File: src/rtl/pipe_scroller.sv
// Scrolling pipe field: COLS x ROWS bit grid shifted left one column per accepted step, new pipe spawned every SPAWN_PERIOD steps.
// Latency: grid, score and score_pulse all update on the clock edge that samples an accepted step (visible one cycle later).
// Backpressure: none; steps arriving while paused, idle or clearing are dropped, never queued.
//
// Ports:
//   clk          system clock
//   reset        asynchronous active-low reset
//   step         one-cycle pipe-rate tick; one column shift per accepted pulse
//   pause        freezes grid, spawn counter, score, LFSR and state (start/clear still honoured)
//   start        IDLE -> RUN
//   clear        synchronous return to IDLE with empty field and zero score (highest priority)
//   grid         column c at bits [c*ROWS +: ROWS], bit 0 = top row, 1 = pipe pixel
//   running      high while in RUN
//   score_pulse  one-cycle registered pulse as a pipe passes BIRD_COL
//   score        saturating count of pipes passed
module pipe_scroller #(
    parameter int ROWS         = 16,
    parameter int COLS         = 16,
    parameter int GAP_H        = 4,
    parameter int SPAWN_PERIOD = 8,
    parameter int BIRD_COL     = 3
) (
    input  logic                 clk,
    input  logic                 reset,
    input  logic                 step,
    input  logic                 pause,
    input  logic                 start,
    input  logic                 clear,
    output logic [COLS*ROWS-1:0] grid,
    output logic                 running,
    output logic                 score_pulse,
    output logic [7:0]           score
);

    // Gap top row is drawn from 1..ROWS-GAP_H-1 so rows 0 and ROWS-1 stay solid.
    localparam int GAP_MOD = ROWS - GAP_H - 1;
    localparam int SCW     = (SPAWN_PERIOD > 1) ? $clog2(SPAWN_PERIOD) : 1;

    localparam logic [SCW-1:0] SPAWN_LAST = SCW'(SPAWN_PERIOD - 1);
    localparam logic [7:0]     LFSR_SEED  = 8'hA5;
    localparam logic [7:0]     SCORE_MAX  = 8'hFF;

    localparam logic [0:0] S_IDLE = 1'b0;
    localparam logic [0:0] S_RUN  = 1'b1;

    logic [0:0]           state_q, state_d;
    logic [COLS*ROWS-1:0] grid_q, grid_d;
    logic [SCW-1:0]       spawn_cnt_q, spawn_cnt_d;
    logic [7:0]           score_q, score_d;
    logic                 score_pulse_q, score_pulse_d;
    logic [7:0]           lfsr_q, lfsr_d;

    logic                 step_acc;
    logic                 bird_hit;
    logic                 lfsr_fb;
    logic [7:0]           gap_top;
    logic [ROWS-1:0]      pipe_col;
    logic [ROWS-1:0]      new_col;

    assign step_acc = step && (state_q == S_RUN) && !pause && !clear;

    // Scoring looks at the bird column before this step's shift.
    assign bird_hit = (grid_q[BIRD_COL*ROWS +: ROWS] != '0);

    // Fibonacci LFSR, taps 8,6,5,4 (maximal length, so the non-zero seed never reaches 0).
    assign lfsr_fb = lfsr_q[7] ^ lfsr_q[5] ^ lfsr_q[4] ^ lfsr_q[3];

    assign gap_top = (lfsr_q % 8'(GAP_MOD)) + 8'd1;

    always_comb begin
        pipe_col = '1;
        for (int r = 0; r < ROWS; r++) begin
            if ((r >= int'(gap_top)) && (r < int'(gap_top) + GAP_H)) begin
                pipe_col[r] = 1'b0;
            end
        end
    end

    assign new_col = (spawn_cnt_q == '0) ? pipe_col : '0;

    always_comb begin
        state_d       = state_q;
        grid_d        = grid_q;
        spawn_cnt_d   = spawn_cnt_q;
        score_d       = score_q;
        score_pulse_d = 1'b0;
        lfsr_d        = lfsr_q;

        // The LFSR free-runs in both states so gap positions depend on start timing.
        if (!pause) begin
            lfsr_d = {lfsr_q[6:0], lfsr_fb};
        end

        if (clear) begin
            state_d     = S_IDLE;
            grid_d      = '0;
            score_d     = '0;
            spawn_cnt_d = '0;
        end else if (state_q == S_IDLE) begin
            grid_d = '0;
            if (start) begin
                state_d     = S_RUN;
                spawn_cnt_d = '0;
            end
        end else if (step_acc) begin
            // Column i takes column i+1; column 0 falls off the left edge.
            grid_d      = {new_col, grid_q[COLS*ROWS-1:ROWS]};
            spawn_cnt_d = (spawn_cnt_q == SPAWN_LAST) ? '0 : spawn_cnt_q + 1'b1;
            if (bird_hit) begin
                score_pulse_d = 1'b1;
                if (score_q != SCORE_MAX) begin
                    score_d = score_q + 8'd1;
                end
            end
        end
    end

    always_ff @(posedge clk or negedge reset) begin
        if (!reset) begin
            state_q       <= S_IDLE;
            grid_q        <= '0;
            spawn_cnt_q   <= '0;
            score_q       <= '0;
            score_pulse_q <= 1'b0;
            lfsr_q        <= LFSR_SEED;
        end else begin
            state_q       <= state_d;
            grid_q        <= grid_d;
            spawn_cnt_q   <= spawn_cnt_d;
            score_q       <= score_d;
            score_pulse_q <= score_pulse_d;
            lfsr_q        <= lfsr_d;
        end
    end

    assign grid        = grid_q;
    assign running     = (state_q == S_RUN);
    assign score_pulse = score_pulse_q;
    assign score       = score_q;

endmodule

File: config.mk
export PLATFORM = sky130hd
export DESIGN_NAME = pipe_scroller
export DESIGN_NICKNAME = d
export VERILOG_FILES = /design/src/rtl/pipe_scroller.sv
export SDC_FILE = /design/constraint.sdc
export NUM_CORES = 1
export LEC_CHECK = 0
export CAP_MARGIN = 20
export CORE_MARGIN = 2
export CORE_UTILIZATION = 45
export DETAILED_ROUTE_END_ITERATION = 10
export GPL_ROUTABILITY_DRIVEN = 0
export GPL_TIMING_DRIVEN = 1
export PLACE_DENSITY_LB_ADDON = 0.25
export SYNTH_ARGS = -nofsm -noshare
export SYNTH_HDL_FRONTEND = slang
export SYNTH_SLANG_ARGS = --single-unit
File: constraint.sdc
create_clock -name clk -period 6.09 [get_ports clk]
set_input_delay 0.609 -clock clk [delete_from_list [all_inputs] [get_ports clk]]
set_output_delay 0.609 -clock clk [all_outputs]
set_load 0.005 [all_outputs]
Word level (Yosys, flattened, before mapping) --
Index checks and enable logic that the tools add are counted.
Word-level totals: register bits 277, bits in latches 0, memory bits (writable) 0, ROM bits 0, input port bits 6, output and inout port bits 266, word-level logic and storage cells 116, memories kept 0
Cells by class: $add $sub $neg 4, multiply operators 0, div/mod/pow operators 1, magnitude comparators 32, equal/unequal tests 3, shifts and indexed selects 0, muxes and demuxes 37, bitwise logic cells 3, reduce and logical (&&, ||, !) cells 30
Operator list (number):
- 256-bit 2-to-1 mux | 3
- 5-bit by 32-bit less-than comparator with 1-bit output, first input constant | 7
- 4-bit by 32-bit less-than comparator with 1-bit output, first input constant | 4
- 4-bit by 8-bit >= comparator with 1-bit output, first input constant | 8
- 3-bit by 32-bit less-than comparator with 1-bit output, first input constant | 2
- 8-bit 2-to-1 mux | 5
- 3-bit by 8-bit >= comparator with 1-bit output, first input constant | 4
- 1-bit by 32-bit less-than comparator with 1-bit output, first input constant | 1
- 2-bit by 32-bit less-than comparator with 1-bit output, first input constant | 1
- 1-bit 2-to-1 mux | 23
- 1-bit logical AND | 19
- 8-bit by 1-bit adder with 8-bit output, second input constant | 2
- 1-bit by 8-bit >= comparator with 1-bit output, first input constant | 2
- 2-bit by 8-bit >= comparator with 1-bit output, first input constant | 2
- 16-bit 2-to-1 mux | 1
- 16-bit nonzero test | 1
- 3-bit 2-to-1 mux | 5
- 8-bit by 3-bit adder with 9-bit output, second input constant | 1
- 4-bit by 9-bit less-than comparator with 1-bit output, first input constant | 1
- 8-bit by 4-bit modulo with 8-bit output, second input constant | 1
- 8-bit inequality test, second input constant | 1
- 2-bit nonzero test | 4
- 4-bit AND reduction | 1
- 3-bit by 1-bit adder with 3-bit output, second input constant | 1
- other kinds (7) | 10

Longest topological paths before layout --
depth after elaboration 10, gate-level depth with buffers 28, depth with buffers taken out 23

Worst setup path after synthesis --
No wires, ideal clock.
path kind register -> register, start point register lfsr_q[7], end point register grid_q[250] (netlist: grid[250]), library setup time 86 ps, arrival 5689 ps, data required time 6004 ps, slack 315 ps, cell stages (with the launch flop) 27, buffers on the path 5, clock period less this slack 5775 ps, cells stage by stage dfstp_2 -> buf_4 -> buf_6 -> xnor2_1 -> o32a_1 -> o21a_1 -> nand2_1 -> ha_1 -> o41a_1 -> or4_4 -> nand2_1 -> buf_4 -> o21ai_1 -> nand2_1 -> xnor2_1 -> inv_1 -> ha_1 -> clkbuf_1 -> inv_1 -> xnor2_1 -> inv_1 -> ha_1 -> xnor3_1 -> a21o_1 -> or2_1 -> buf_6 -> o221ai_2
Between the ends: cells in the longest elaborated chain, start to end 10, elaborated cells on any way between the ends 11, those cells by class 2 x add/sub; 1 x div; 2 x order compare; 5 x mux; 1 x reduce/logical
Ends and longest elaborated chain:
- start: declaration | RTL line 51 | logic [7:0] lfsr_q, lfsr_d;
- start signal: assignment | RTL line 132 | lfsr_q <= lfsr_d;
- 8-bit by 4-bit modulo with 8-bit output (*) | RTL line 68 | assign gap_top = (lfsr_q % 8'(GAP_MOD)) + 8'd1;
- 8-bit by 1-bit adder with 8-bit output (*) | RTL line 68
- 8-bit by 3-bit adder with 9-bit output | RTL line 73 | if ((r >= int'(gap_top)) && (r < int'(gap_top) + GAP_H)) begin
- 5-bit by 32-bit less-than comparator with 1-bit output | RTL line 73
- 1-bit logical AND (*) | RTL line 73
- 1-bit 2-to-1 mux (*) | RTL line 73
- 16-bit 2-to-1 mux (*) | RTL line 79 | assign new_col = (spawn_cnt_q == '0) ? pipe_col : '0;
- 256-bit 2-to-1 mux (*) | RTL line 105 | end else if (step_acc) begin
- 256-bit 2-to-1 mux (*) | RTL line 99 | end else if (state_q == S_IDLE) begin
- 256-bit 2-to-1 mux (*) | RTL line 94 | if (clear) begin
- end signal: assignment | RTL line 128 | grid_q <= grid_d;
- end: declaration | RTL line 47 | logic [COLS*ROWS-1:0] grid_q, grid_d;
Every way passes the cells marked *; elsewhere a longest branch is shown, timed or not. The select of a mux whose other input is x is not followed. A chain may end at the register's enable or synchronous reset.

Worst setup path after layout --
start point register lfsr_q[2], end point register grid_q[248] (netlist: grid[248])
Same word-level chain as after synthesis.

==> run summary <==
status: finished, final reports clean
initial antenna violation count: 0
overall overflow remaining after global route: 0
Fin Setup TNS: 0 ps
P_sw: 0.00307 W
post-detailed-route wirelength per cell: 21.0 um
detailed-route wire length: 31900 um
area inside the core boundary: 0.0253 sq mm
row cnt: 58
TritonCTS clock tree: yes
fmax: 0.172 GHz
relative contribution of sequential cells to total power: 27.4%
count of maximum capacitance violations: 0
Max transition margin: 38.2%
final critical path time including I/O delays and setup: 5800 ps
cell types occupying the most area after synthesis: sky130_fd_sc_hd__dfrtp_1 (59%), sky130_fd_sc_hd__a22o_1 (18%), sky130_fd_sc_hd__clkbuf_1 (2.0%)
clock root buffer master: sky130_fd_sc_hd__clkbuf_16
vias in the first global route: 8668
total of warnings raised by yosys: 0
terminus of the critical flop-to-flop path: grid[248]
placed instance area: 0.0145 sq mm
die width: 165 um
crit path max fanout: 19
Initial Utilization: 46.0%
number of different library cells in the post-synthesis netlist: 80
final setup vio count: 0
cell-internal power: 0.00435 W
# diodes: 0
largest voltage drop on the vdd net: 0.521 mV
Max Clock Skew: 12.6 ps
post-synthesis register bit count: 277
final hold slack: 112 ps
most used cells in the layout excluding fill and tap cells: sky130_fd_sc_hd__dfrtp_1 (273), sky130_fd_sc_hd__clkdlybuf4s50_1 (270), sky130_fd_sc_hd__a22o_1 (241)
growth of design area from synthesis to finish: 33.9%
detailed-placement wirelength estimate: 21000 um
worst endpoint required time: 6540 ps
synthesized net count: 958
total DRC errors in the routed layout: 0
endpoint type of the worst setup path: register
launch instance of the worst register-to-register path: lfsr_q[2]
maximum clock path buffer count: 3
TritonRoute pass-1 iters: 7
clock transition at the registers of the reported paths: 60 ps
count of mapped cells out of synthesis: 936
level count of the clock H-tree: 1
# port buffers: 271
sw frac: 41.3%
static leakage: 6.89 nW
Die ar.: 0.0271 sq mm
Detail Route Antenna Nets: 0
final hold violation count: 0
pin count of the biggest net entering global routing: 168
most common cell after layout, fill and taps aside: sky130_fd_sc_hd__dfrtp_1
total of fill cells in the finished design: 1989
slew at the pin closest to its max-slew limit: 927 ps
most common flop cell mapped by yosys: sky130_fd_sc_hd__dfrtp_1
launch point of the worst path: lfsr_q[2]
critical path start-end classification: register to register
area taken by multi-input logic gates: 0.00431 sq mm
reg2reg setup slack: 290 ps
synthesized area: 0.0116 sq mm
cts bufs inserted: 29
final slew viol count: 0
Data arrival, critical path: 6250 ps
total number of vias: 9037
total routing usage reported by global routing: 23.1%
net count reported at finish: 1192
element type at the critical path start: register
power share of the clock group: 23.5%
fraction of synthesis flops using an asynchronous set or reset pin: 100%
sequential area share after synthesis: 59.7%
termination of the worst setup path: grid[248]
Worst R2R Path Depth: 20
die height: 165 um
portion of total power attributed to combinational logic: 49.1%
share of cells above drive strength 1: 7.72%
area share of the largest cell type after synthesis: 58.8%
vias per std cell: 5.94
initial detailed-routing violation count: 945
type of the tightest min-delay check: input port to asynchronous set/reset pin
biggest area consumer among synthesized cells: sky130_fd_sc_hd__dfrtp_1
clock latency on the worst-skew pair: 550 ps
wire length of the first global-routing pass: 50100 um
count of boundary I/O pins: 272
ratio of total power to cell area: 477 mW/mm^2
final design instance area without fill: 0.0156 sq mm
count of flip-flops with a built-in enable after synthesis: 0
Sequential Area: 0.00694 sq mm
syn avg cell area: 12.4 sq um
Hold-fix buffers, CTS: 0
clock sink total: 277
final worst path period share: 95.3%
## flip-flops by register name (all words and copies together), names as in the netlist
name,cells
lfsr_q,8
spawn_cnt_q,3
running,1
score_pulse,1
grid,256
score,8
## power by group through the flow
stage | sequential (W) | combinational, W | clock [W]
2_1_floorplan | 0.00199 | 0.00275 | 0
3_3_place_gp | 0.00205 | 0.00345 | 0
3_5_place_dp | 0.00205 | 0.00348 | 0
4_1_cts | 0.00202 | 0.00350 | 0.00179
5_1_grt | 0.00204 | 0.00401 | 0.00187
6_report | 0.00203 | 0.00364 | 0.00174
## critical path, stage by stage (launching register included)
cell                       delay, ps
sky130_fd_sc_hd__dfstp_4         720
sky130_fd_sc_hd__xnor2_1         230
sky130_fd_sc_hd__o32a_1          220
sky130_fd_sc_hd__o21a_1          170
sky130_fd_sc_hd__nand2_1         120
sky130_fd_sc_hd__ha_1            310
sky130_fd_sc_hd__o41a_1          510
sky130_fd_sc_hd__or4_4           580
sky130_fd_sc_hd__nand2_1         100
sky130_fd_sc_hd__o21ai_1          80
sky130_fd_sc_hd__nand2_1         160
sky130_fd_sc_hd__mux2_2          400
sky130_fd_sc_hd__ha_2            280
sky130_fd_sc_hd__inv_2           140
sky130_fd_sc_hd__xnor2_1         110
sky130_fd_sc_hd__inv_1            90
sky130_fd_sc_hd__ha_1            270
sky130_fd_sc_hd__xnor3_1         440
sky130_fd_sc_hd__a21o_1          170
sky130_fd_sc_hd__or2_2           410
sky130_fd_sc_hd__o221ai_1        210
## synth_stat cells (all sizes together), types with 10 or more instances
master,instances
dfrtp,273
a22o,241
clkbuf,62
nand2,39
a21oi,35
o21ai,34
nor2,30
buf,20
ha,16
inv,16
nor3,10
xnor2,10
## cell families (layout without fill, tap and decap cells)
family | count (synthesis) | count (layout) | share of synthesized area (%)
flops | 277 | 277 | 59.7
xor+xnor | 15 | 15 | 1.25
mux | 7 | 7 | 0.657
buf+inv | 99 | 355 | 3.67
compound gates | 379 | 379 | 26.5
simple gates | 143 | 143 | 6.55
fa+ha+maj | 16 | 16 | 1.72
## cell type report
type / count / share of cell area, %
Clock buffer: 41 / 5.21
Multi-Input combinational cell: 560 / 27.7
Tap cell: 330 / 2.65
Inverter: 17 / 0.410
Clock inverter: 12 / 0.885
Sequential cell: 277 / 44.6
Timing Repair Buffer: 285 / 18.5
## per-stage QoR
stage                     setup WS, ps  utilization [%]  total power [W]  std cells
after floorplan                    315                -          0.00474        936
after global placement             357             57.6          0.00550       1468
after detailed placement           136             57.6          0.00554       1468
after CTS                          119             61.4          0.00732       1521
after global routing             -16.9             61.6          0.00792       1522
final                              286             61.6          0.00742       1522
## repair_timing
action | in CTS | in global routing
endpoints found under the hold margin | 0 | 0
buffers inserted | 0 | 0
gates resized for setup | 0 | 10
setup endpoints to repair | 0 | 14
## layer usage
| layer | part of all wire [%] | track usage, % | vias to the layer above |
|---|---|---|---|
| li1 | - | - | 4066 |
| met1 | 44 | 33.7 | 4532 |
| met2 | 46 | 35.5 | 374 |
| met3 | 7.0 | 4.09 | 65 |
| met4 | 3.0 | 7.08 | 0 |
| met5 | 0 | 0 | - |
## how the worst min path moves through the flow
stage	from	endpoint	slack, ps	depth (start not counted)
after floorplan	reset	grid[0]	310	0
after global placement	spawn_cnt_q[0]	spawn_cnt_q[0]	480	1
after detailed placement	grid[6]	grid[6]	480	1
after CTS	reset	grid[74]	180	1
after global routing	reset	grid[74]	200	1
final	reset	grid[63]	110	1
No activity file was read; power rests on OpenSTA's default activity.
